### src/rtl/sky130_fd_io__hvclamp_trig_pkg.sv
// -----------------------------------------------------------------------------
// sky130_fd_io__hvclamp_trig_pkg
// Shared definitions for the HV clamp trigger: FSM state encoding, parameter
// defaults and internal timer widths.
// -----------------------------------------------------------------------------
package sky130_fd_io__hvclamp_trig_pkg;

  // Parameter defaults
  localparam int DEB_CYC_DEF  = 2;
  localparam int HOLD_CYC_DEF = 64;
  localparam int COOL_CYC_DEF = 16;
  localparam int CNT_W_DEF    = 8;

  // Timer widths: debounce covers 1..15, hold/cool cover 1..1023
  localparam int DEB_W  = 4;
  localparam int HOLD_W = 10;
  localparam int COOL_W = 10;

  typedef enum logic [1:0] {
    ST_IDLE     = 2'd0,
    ST_DEBOUNCE = 2'd1,
    ST_FIRE     = 2'd2,
    ST_COOL     = 2'd3
  } state_t;

endpackage

### src/rtl/sky130_fd_io__hvclamp_trig_sync.sv
// -----------------------------------------------------------------------------
// sky130_fd_io__hvclamp_trig_sync
// Two-flop synchronizer bringing the asynchronous ramp detector into clk.
//
// Ports
//   clk   : sampling clock
//   rst_n : asynchronous active-low reset, clears both flops
//   d     : asynchronous input
//   q     : synchronized output (two clk edges of latency)
// -----------------------------------------------------------------------------
module sky130_fd_io__hvclamp_trig_sync (
  input  logic clk,
  input  logic rst_n,
  input  logic d,
  output logic q
);

  logic sync_p0;
  logic sync_p1;

  // Stage 0: metastability capture; stage 1: settled output
  always_ff @(posedge clk or negedge rst_n) begin
    if (!rst_n) begin
      sync_p0 <= 1'b0;
      sync_p1 <= 1'b0;
    end else begin
      sync_p0 <= d;
      sync_p1 <= sync_p0;
    end
  end

  assign q = sync_p1;

endmodule

### src/rtl/sky130_fd_io__hvclamp_trig.sv
// -----------------------------------------------------------------------------
// sky130_fd_io__hvclamp_trig
// Trigger for the HV rail ESD clamp. A fast-ramp detect, once synchronized and
// debounced for DEB_CYC cycles, turns the clamp gate on. The gate stays on for
// HOLD_CYC clocks after the last detect, then a COOL_CYC lockout follows during
// which detects are ignored.
//
// Optional feature: define SKY130_FD_IO_HVCLAMP_TRIG_EVTCNT_EN to build the
// saturating fire-event counter. Without it evt_cnt is tied to 0 and evt_clr is
// ignored (ports are kept).
//
// Ports
//   clk      : sole clock, rising edge
//   rst_n    : asynchronous active-low reset
//   en       : trigger enable; low forces IDLE and clears timers
//   ramp_det : asynchronous raw ramp detector
//   force_on : test override, forces ogc_en high without touching the FSM
//   evt_clr  : event counter clear
//   ogc_en   : registered clamp gate-control enable
//   cooling  : registered, high while in the lockout state
//   evt_cnt  : registered saturating count of fire entries
// -----------------------------------------------------------------------------
module sky130_fd_io__hvclamp_trig
  import sky130_fd_io__hvclamp_trig_pkg::*;
#(
  parameter int DEB_CYC  = DEB_CYC_DEF,
  parameter int HOLD_CYC = HOLD_CYC_DEF,
  parameter int COOL_CYC = COOL_CYC_DEF,
  parameter int CNT_W    = CNT_W_DEF
) (
  input  logic             clk,
  input  logic             rst_n,
  input  logic             en,
  input  logic             ramp_det,
  input  logic             force_on,
  input  logic             evt_clr,
  output logic             ogc_en,
  output logic             cooling,
  output logic [CNT_W-1:0] evt_cnt
);

  localparam logic [DEB_W-1:0]  DEB_TGT = DEB_W'(DEB_CYC);
  localparam logic [HOLD_W-1:0] HOLD_LD = HOLD_W'(HOLD_CYC);
  localparam logic [COOL_W-1:0] COOL_LD = COOL_W'(COOL_CYC);

  logic              ramp_s;
  state_t            state_q, state_d;
  logic [DEB_W-1:0]  deb_q, deb_d;
  logic [HOLD_W-1:0] hold_q, hold_d;
  logic [COOL_W-1:0] cool_q, cool_d;
  logic              ogc_d;
  logic              cooling_d;
  logic              fire_entry;

  sky130_fd_io__hvclamp_trig_sync u_sync (
    .clk   (clk),
    .rst_n (rst_n),
    .d     (ramp_det),
    .q     (ramp_s)
  );

  // State, timer and output registers
  always_ff @(posedge clk or negedge rst_n) begin
    if (!rst_n) begin
      state_q <= ST_IDLE;
      deb_q   <= '0;
      hold_q  <= '0;
      cool_q  <= '0;
      ogc_en  <= 1'b0;
      cooling <= 1'b0;
    end else begin
      state_q <= state_d;
      deb_q   <= deb_d;
      hold_q  <= hold_d;
      cool_q  <= cool_d;
      ogc_en  <= ogc_d;
      cooling <= cooling_d;
    end
  end

  // Next-state and timer logic; en low overrides every transition
  always_comb begin
    state_d = state_q;
    deb_d   = deb_q;
    hold_d  = hold_q;
    cool_d  = cool_q;
    if (!en) begin
      state_d = ST_IDLE;
      deb_d   = '0;
      hold_d  = '0;
      cool_d  = '0;
    end else begin
      case (state_q)
        ST_IDLE: begin
          if (ramp_s) begin
            // With a one-cycle debounce the first detect already qualifies
            if (DEB_TGT <= DEB_W'(1)) begin
              state_d = ST_FIRE;
              deb_d   = '0;
              hold_d  = HOLD_LD;
            end else begin
              state_d = ST_DEBOUNCE;
              deb_d   = DEB_W'(1);
            end
          end
        end
        ST_DEBOUNCE: begin
          if (ramp_s) begin
            if ((deb_q + DEB_W'(1)) >= DEB_TGT) begin
              state_d = ST_FIRE;
              deb_d   = '0;
              hold_d  = HOLD_LD;
            end else begin
              deb_d = deb_q + DEB_W'(1);
            end
          end else begin
            state_d = ST_IDLE;
            deb_d   = '0;
          end
        end
        ST_FIRE: begin
          // A detect while firing only extends the on-time
          if (ramp_s) begin
            hold_d = HOLD_LD;
          end else if (hold_q <= HOLD_W'(1)) begin
            state_d = ST_COOL;
            hold_d  = '0;
            cool_d  = COOL_LD;
          end else begin
            hold_d = hold_q - HOLD_W'(1);
          end
        end
        ST_COOL: begin
          // Lockout: ramp_s is deliberately ignored here
          if (cool_q <= COOL_W'(1)) begin
            state_d = ST_IDLE;
            cool_d  = '0;
          end else begin
            cool_d = cool_q - COOL_W'(1);
          end
        end
        default: begin
          state_d = ST_IDLE;
          deb_d   = '0;
          hold_d  = '0;
          cool_d  = '0;
        end
      endcase
    end
  end

  // Output decode from the next state so outputs register alongside it
  always_comb begin
    ogc_d      = (state_d == ST_FIRE) || force_on;
    cooling_d  = (state_d == ST_COOL);
    fire_entry = (state_d == ST_FIRE) && (state_q != ST_FIRE);
  end

`ifdef SKY130_FD_IO_HVCLAMP_TRIG_EVTCNT_EN

  function automatic logic [CNT_W-1:0] sat_inc(input logic [CNT_W-1:0] v);
    return (&v) ? v : v + CNT_W'(1);
  endfunction

  logic [CNT_W-1:0] evt_cnt_q;

  // A clear coinciding with a fire entry still records that entry
  always_ff @(posedge clk or negedge rst_n) begin
    if (!rst_n) begin
      evt_cnt_q <= '0;
    end else if (evt_clr) begin
      evt_cnt_q <= fire_entry ? CNT_W'(1) : '0;
    end else if (fire_entry) begin
      evt_cnt_q <= sat_inc(evt_cnt_q);
    end
  end

  assign evt_cnt = evt_cnt_q;

`else

  logic unused_evt;
  assign unused_evt = evt_clr ^ fire_entry;
  assign evt_cnt    = '0;

`endif

endmodule

### config.mk
export PLATFORM = sky130hd
export DESIGN_NAME = sky130_fd_io__hvclamp_trig
export DESIGN_NICKNAME = d
export VERILOG_FILES = /design/src/rtl/sky130_fd_io__hvclamp_trig_pkg.sv /design/src/rtl/sky130_fd_io__hvclamp_trig_sync.sv /design/src/rtl/sky130_fd_io__hvclamp_trig.sv
export SDC_FILE = /design/constraint.sdc
export NUM_CORES = 1
export LEC_CHECK = 0
export ABC_CLOCK_PERIOD_IN_PS = 3500
export BUFFER_PORTS_ARGS = -buffer_cell sky130_fd_sc_hd__buf_2
export CORE_MARGIN = 5
export CORE_UTILIZATION = 30
export DETAILED_ROUTE_END_ITERATION = 6
export HOLD_SLACK_MARGIN = 0.03
export PLACE_DENSITY_LB_ADDON = 0.25
export REMOVE_ABC_BUFFERS = 1
export SETUP_SLACK_MARGIN = 0.4
export SLEW_MARGIN = 0
export SYNTH_ARGS = -nofsm -noshare
export SYNTH_HDL_FRONTEND = slang
export SYNTH_SLANG_ARGS = --single-unit
### constraint.sdc
create_clock -name clk -period 3.5 [get_ports clk]
set_input_delay 0.35 -clock clk [delete_from_list [all_inputs] [get_ports clk]]
set_output_delay 0.35 -clock clk [all_outputs]
set_load 0.1 [all_outputs]
* After elaboration in Yosys (flattened, before gate mapping)
Index checks and enable logic that the tools add are counted.
** Storage, ports and cells
- Register bits :: 30
- Latch bits :: 0
- RAM bits :: 0
- Memory bits (read-only) :: 0
- Input port bits :: 6
- Output and inout bits :: 10
- Word-level logic and storage cells :: 56
- Memories :: 0
** Operators by class
- $add $sub $neg :: 3
- Multiply operators :: 0
- Div/mod/pow operators :: 0
- $lt $le $gt $ge :: 3
- Equal/unequal tests :: 13
- Shift operators :: 0
- Mux-type cells :: 24
- Bitwise operators :: 0
- Reduce and logical (&&, ||, !) cells :: 5
** Operator list (number)
- $mux W10 :: 9
- $pmux W10 S2 :: 2
- $le A10 B1 Y1 const B :: 2
- $sub A10 B1 Y10 const B :: 2
- $mux W4 :: 4
- $mux W2 :: 7
- $ne A3 B1 Y1 const B :: 3
- $ne A3 B3 Y1 const B :: 3
- $eq A2 B2 Y1 const B :: 4
- $pmux W2 S4 :: 1
- $pmux W4 S2 :: 1
- $ne A3 B2 Y1 const B :: 2
- $reduce_and A3 Y1 :: 2
- $add A4 B1 Y4 const B :: 1
- $ge A4 B2 Y1 const B :: 1
- $eq A2 B1 Y1 const B :: 1
- $logic_not A2 Y1 :: 1
- $reduce_and A2 Y1 :: 1
- $logic_or A1 B1 Y1 :: 1

* Longest topological paths before layout
- Word-level depth :: 8
- Depth in mapped cells :: 8
- Gate-level depth less buffers :: 7

* By module
A second synthesis with hierarchy kept.
** Unflattened totals
- Cells, all modules :: 186
- Area, all modules :: 1696.6 µm²
** By module, submodules not included
- sky130_fd_io__hvclamp_trig :: times used 1, cells each 184, area each 1646.6 µm², seq. area each 700.7 µm²
- sky130_fd_io__hvclamp_trig_sync :: times used 1, cells each 2, area each 50.0 µm², seq. area each 50.0 µm²

* Least setup slack after synthesis
OpenSTA, ideal clock, no wires.
- Path kind :: reg-to-reg
- Start :: reg hold_q[2]
- End :: reg hold_q[9]
- Library setup time :: 124 ps
- Data arrival time :: 1806 ps
- Data required time :: 3376 ps
- Path slack :: 1570 ps
- Cell stages (with the launch flop) :: 6
- Path buffers :: 0
- Period minus slack after synthesis :: 1930 ps
- Cells stage by stage :: dfrtp_1 > or4_4 > or2_4 > o21a_4 > and3_1 > a211o_1
** Between the ends
- Cells in the longest elaborated chain, start to end :: 5
- Elaborated cells between the ends (all ways) :: 6
- Those cells by class :: 1 x add/sub; 1 x order compare; 4 x mux
** Ends and longest elaborated chain
- start, declared :: RTL line sky130_fd_io__hvclamp_trig.sv:49 : logic [HOLD_W-1:0] hold_q, hold_d;
- start signal, assigned :: RTL line sky130_fd_io__hvclamp_trig.sv:74 : hold_q <= hold_d;
- $sub A10 B1 Y10 or $le A10 B1 Y1 (tied branches) :: RTL line sky130_fd_io__hvclamp_trig.sv:130, sky130_fd_io__hvclamp_trig.sv:125
- $mux W10 * :: RTL line sky130_fd_io__hvclamp_trig.sv:125 : end else if (hold_q <= HOLD_W'(1)) begin
- $mux W10 * :: RTL line sky130_fd_io__hvclamp_trig.sv:123 : if (ramp_s) begin
- $pmux W10 S2 * :: RTL line sky130_fd_io__hvclamp_trig.sv:93 : case (state_q)
- $mux W10 * :: RTL line sky130_fd_io__hvclamp_trig.sv:87 : if (!en) begin
Every way passes the cells marked *; elsewhere a longest branch is shown, timed or not.
A chain may end at the register's enable or synchronous reset.

* Final worst setup path
- Start :: reg cool_q[8]
- End :: reg cool_q[6]
** Between the ends
- Cells in the longest elaborated chain, start to end :: 4
** Ends and longest elaborated chain
- start, declared :: RTL line sky130_fd_io__hvclamp_trig.sv:50 : logic [COOL_W-1:0] cool_q, cool_d;
- start signal, assigned :: RTL line sky130_fd_io__hvclamp_trig.sv:75 : cool_q <= cool_d;
- $le A10 B1 Y1 :: RTL line sky130_fd_io__hvclamp_trig.sv:135 : if (cool_q <= COOL_W'(1)) begin
- $mux W10 :: RTL line sky130_fd_io__hvclamp_trig.sv:135
- $pmux W10 S2 :: RTL line sky130_fd_io__hvclamp_trig.sv:93
- $mux W10 :: RTL line sky130_fd_io__hvclamp_trig.sv:87
Every way passes these cells.

==> results by group <==
CTS
  – Clock-pin slew on the worst setup and hold paths: 0.06 ns
  – Longest Clk Path Bufs: 2
  – Post-CTS Hold Buffers: 0
  – Worst-Skew Late Latency: 0.28 ns
  – Root Buffer: clkbuf_8
  – CTS H-tree lvls: 2
  – Num CTS Buffers: 5
  – Clock Sinks: 30
  – CTS tree: done
  – # resized after CTS: 0
  – Postcts setup bufs: 0

Place
  – Dpl ws: 1.427 ns
  – DP HPWL: 2.265 mm
  – Dpl cells: 250
  – # port buffers: 6
  – Gpl congestion: 0.7257

Finish
  – ANT cells: 0
  – Filler cells: 589
  – Commonest non-fill, non-tap cell in the layout: dfrtp_1
  – Post-layout util: 0.3358
  – Synth-to-Final Area Change: 8.836%
  – Nets: 197
  – Most frequent cells in the layout: dfrtp_1 (30), nor2_1 (16), nand2_1 (14)
  – Final Non-Filler Cells: 257
  – Share of cells above drive strength 1: 0.1676

Setup path
  – Worst setup SP type: register
  – Slowest CP cell: a311o_1
  – Cells along the critical path: nor4_1 > a311o_1 > o21ba_2 > o21ai_1 > o41ai_1
  – Max incr delay on CP: 0.58 ns
  – Crit Path Category: register to register
  – Maximum fanout along the worst path: 14
  – CP arrival: 2.23 ns
  – Worst path top cell family by delay: compound AO/OA/AOI/OAI gates
  – Setup crit end kind: register
  – CP required: 3.64 ns
  – Buffers & Inverters on Critical Path: 0

Timing
  – Final Hold Fails: 0
  – Final setup fails: 0
  – Slew HR: 0.5616
  – Final WS setup: 1.416 ns
  – Clock period minus worst slack: 2.084 ns
  – Final Cycle Share: 0.5954
  – Final Max Slew Viols: 0
  – Worst-margin pin slew: 0.6576 ns
  – TNS Setup: 0 ns
  – Fmax: 0.4799 GHz
  – Clock Skews: 0.005833 ns
  – RSZ-0062 raised after global routing: no

Power
  – Leak: 0.8976 nW
  – Maximum vdd drop: 0.1878 mV
  – Power density cells: 385.0 nW/um2
  – Overall power: 0.0007119 W

Floorplanning
  – Placeable Area: 5507 um2
  – Io pins: 16
  – Die area: 7268 um2
  – Die Y: 85.26 um
  – Die span in x: 85.26 um
  – Starting Density: 0.3086
  – Row count: 27

Routing
  – Routed wire length: 3.142 mm
  – Via density: 4.914
  – Routed len/inst: 12.23 um
  – Initial detailed-routing violation count: 44
  – Post-route ant nets: 0
  – Via count: 1263
  – Drt pass-1 iters: 4
  – # DRC: 0

Worst hold path
  – Class of the worst hold path: input pin to asynchronous set/reset pin

Synthesis
  – Syn avg cell area: 9.654 um2
  – Synth Register Bits: 30
  – Syn Std Cell Area: 1699 um2
  – YS warnings: 0
  – Yosys cell types: 47
  – Mapped Cells: 176
  – Synth Flop Type: dfrtp_1
  – Post-synthesis async set-or-reset flop share: 1.000
  – Sequential-to-total area share from yosys stat: 0.4418
  – Post-synth EDFFs: 0

GRT
  – All-layer global routing usage: 0.09681
  – Initial antenna violation count: 0
  – First-pass GRT wire length: 5.651 mm
  – Largest net degree at the start of global routing: 31
  – GR Overflow Total: 0
  – Number of global-route vias before repair: 1211

Run status
  – Outcome: finished clean

Job
  – Max-cap violations: 0
[per-stage QoR]
step,hold slack (ns),instance area [um2]
after floorplan,0.05441,1650
after global placement,0.3359,1770
after detailed placement,0.3448,1770
after CTS,0.1403,1849
after global routing,0.1737,1849
final,0.1009,1849
[kinds of logic after synthesis]
group,share of synthesized area
and+or+nand+nor,0.1892
buffers and inverters,0.06406
adders and majority gates,0.04418
DFF,0.4418
muxes,0.006627
other,0.002207
AOI/OAI and AO/OA,0.2261
xor gates and xnor gates,0.02578
[path summary, 6_finish.rpt]
kind | startpoint | end | slack [ns] | cells after the start
worst max-delay path | cool_q[8]$_DFFE_PN0P_ | cool_q[6]$_DFFE_PN0P_ | 1.42 | 5
worst min-delay path | rst_n | deb_q[0]$_DFFE_PN0P_ | 0.10 | 1
worst max register to register | cool_q[8]$_DFFE_PN0P_ | cool_q[6]$_DFFE_PN0P_ | 1.42 | 5
worst min register to register | u_sync.sync_p0$_DFF_PN0_ | u_sync.q$_DFF_PN0_ | 0.36 | 0
max in group asynchronous | rst_n | cool_q[8]$_DFFE_PN0P_ | 2.97 | 1
min in group clk | ramp_det | u_sync.sync_p0$_DFF_PN0_ | 0.18 | 1
[cell usage after synthesis, types with 2 or more instances]
library cell  instances  area, um2
dfrtp_1              30      750.7
nor2_1               16      60.06
nand2_1              14      52.55
buf_4                 9      67.56
inv_1                 9      33.78
o21ai_0               8      40.04
o21ai_1               8      40.04
a21oi_1               6      30.03
ha_1                  6      75.07
nand2b_1              5      31.28
nand3_1               5      25.02
nor3_1                5      25.02
o31ai_1               4      30.03
a21o_1                3      22.52
a22o_2                3      30.03
a31o_2                3      26.28
a31oi_1               3      18.77
xor2_1                3      26.28
and3_1                2      12.51
clkbuf_1              2      7.510
nor2b_1               2      12.51
nor4_1                2      12.51
o21ba_2               2      20.02
or4_4                 2      22.52
xnor2_1               2      17.52
[layout make-up]
type,instances,area [um2],area share
clock buffers,5,68.82,0.03721
flip-flops and latches,30,750.7,0.4060
well taps,72,90.09,0.04871
clock inverters,2,10.01,0.005413
repair buffers,6,30.03,0.01624
inverters,9,33.78,0.01827
multi-input cells,133,865.8,0.4682
[where the power goes]
part	leakage [nW]	internal [W]	switching, W	total (W)
Combinational	0.444	0.0000194	0.0000736	0.0000930
Clock	0.0438	0.000133	0.000126	0.000259
Sequential	0.410	0.000353	0.00000734	0.000360
[flip-flops by register name, indices dropped and copies added (netlist names)]
register	cells
cool_q	10
hold_q	10
deb_q	4
state_q	2
cooling	1
ogc_en	1
u_sync.q	1
u_sync.sync_p0	1
[per-layer routing]
metal / wire length [um] / global-route usage / up-vias
met4: 63 / 0.04317 / 0
met1: 1490 / 0.1251 / 605
met5: 0 / 0 / -
met3: 117 / 0.02913 / 6
met2: 1470 / 0.1483 / 16
li1: - / - / 636
(Power assumes the default switching activity.)
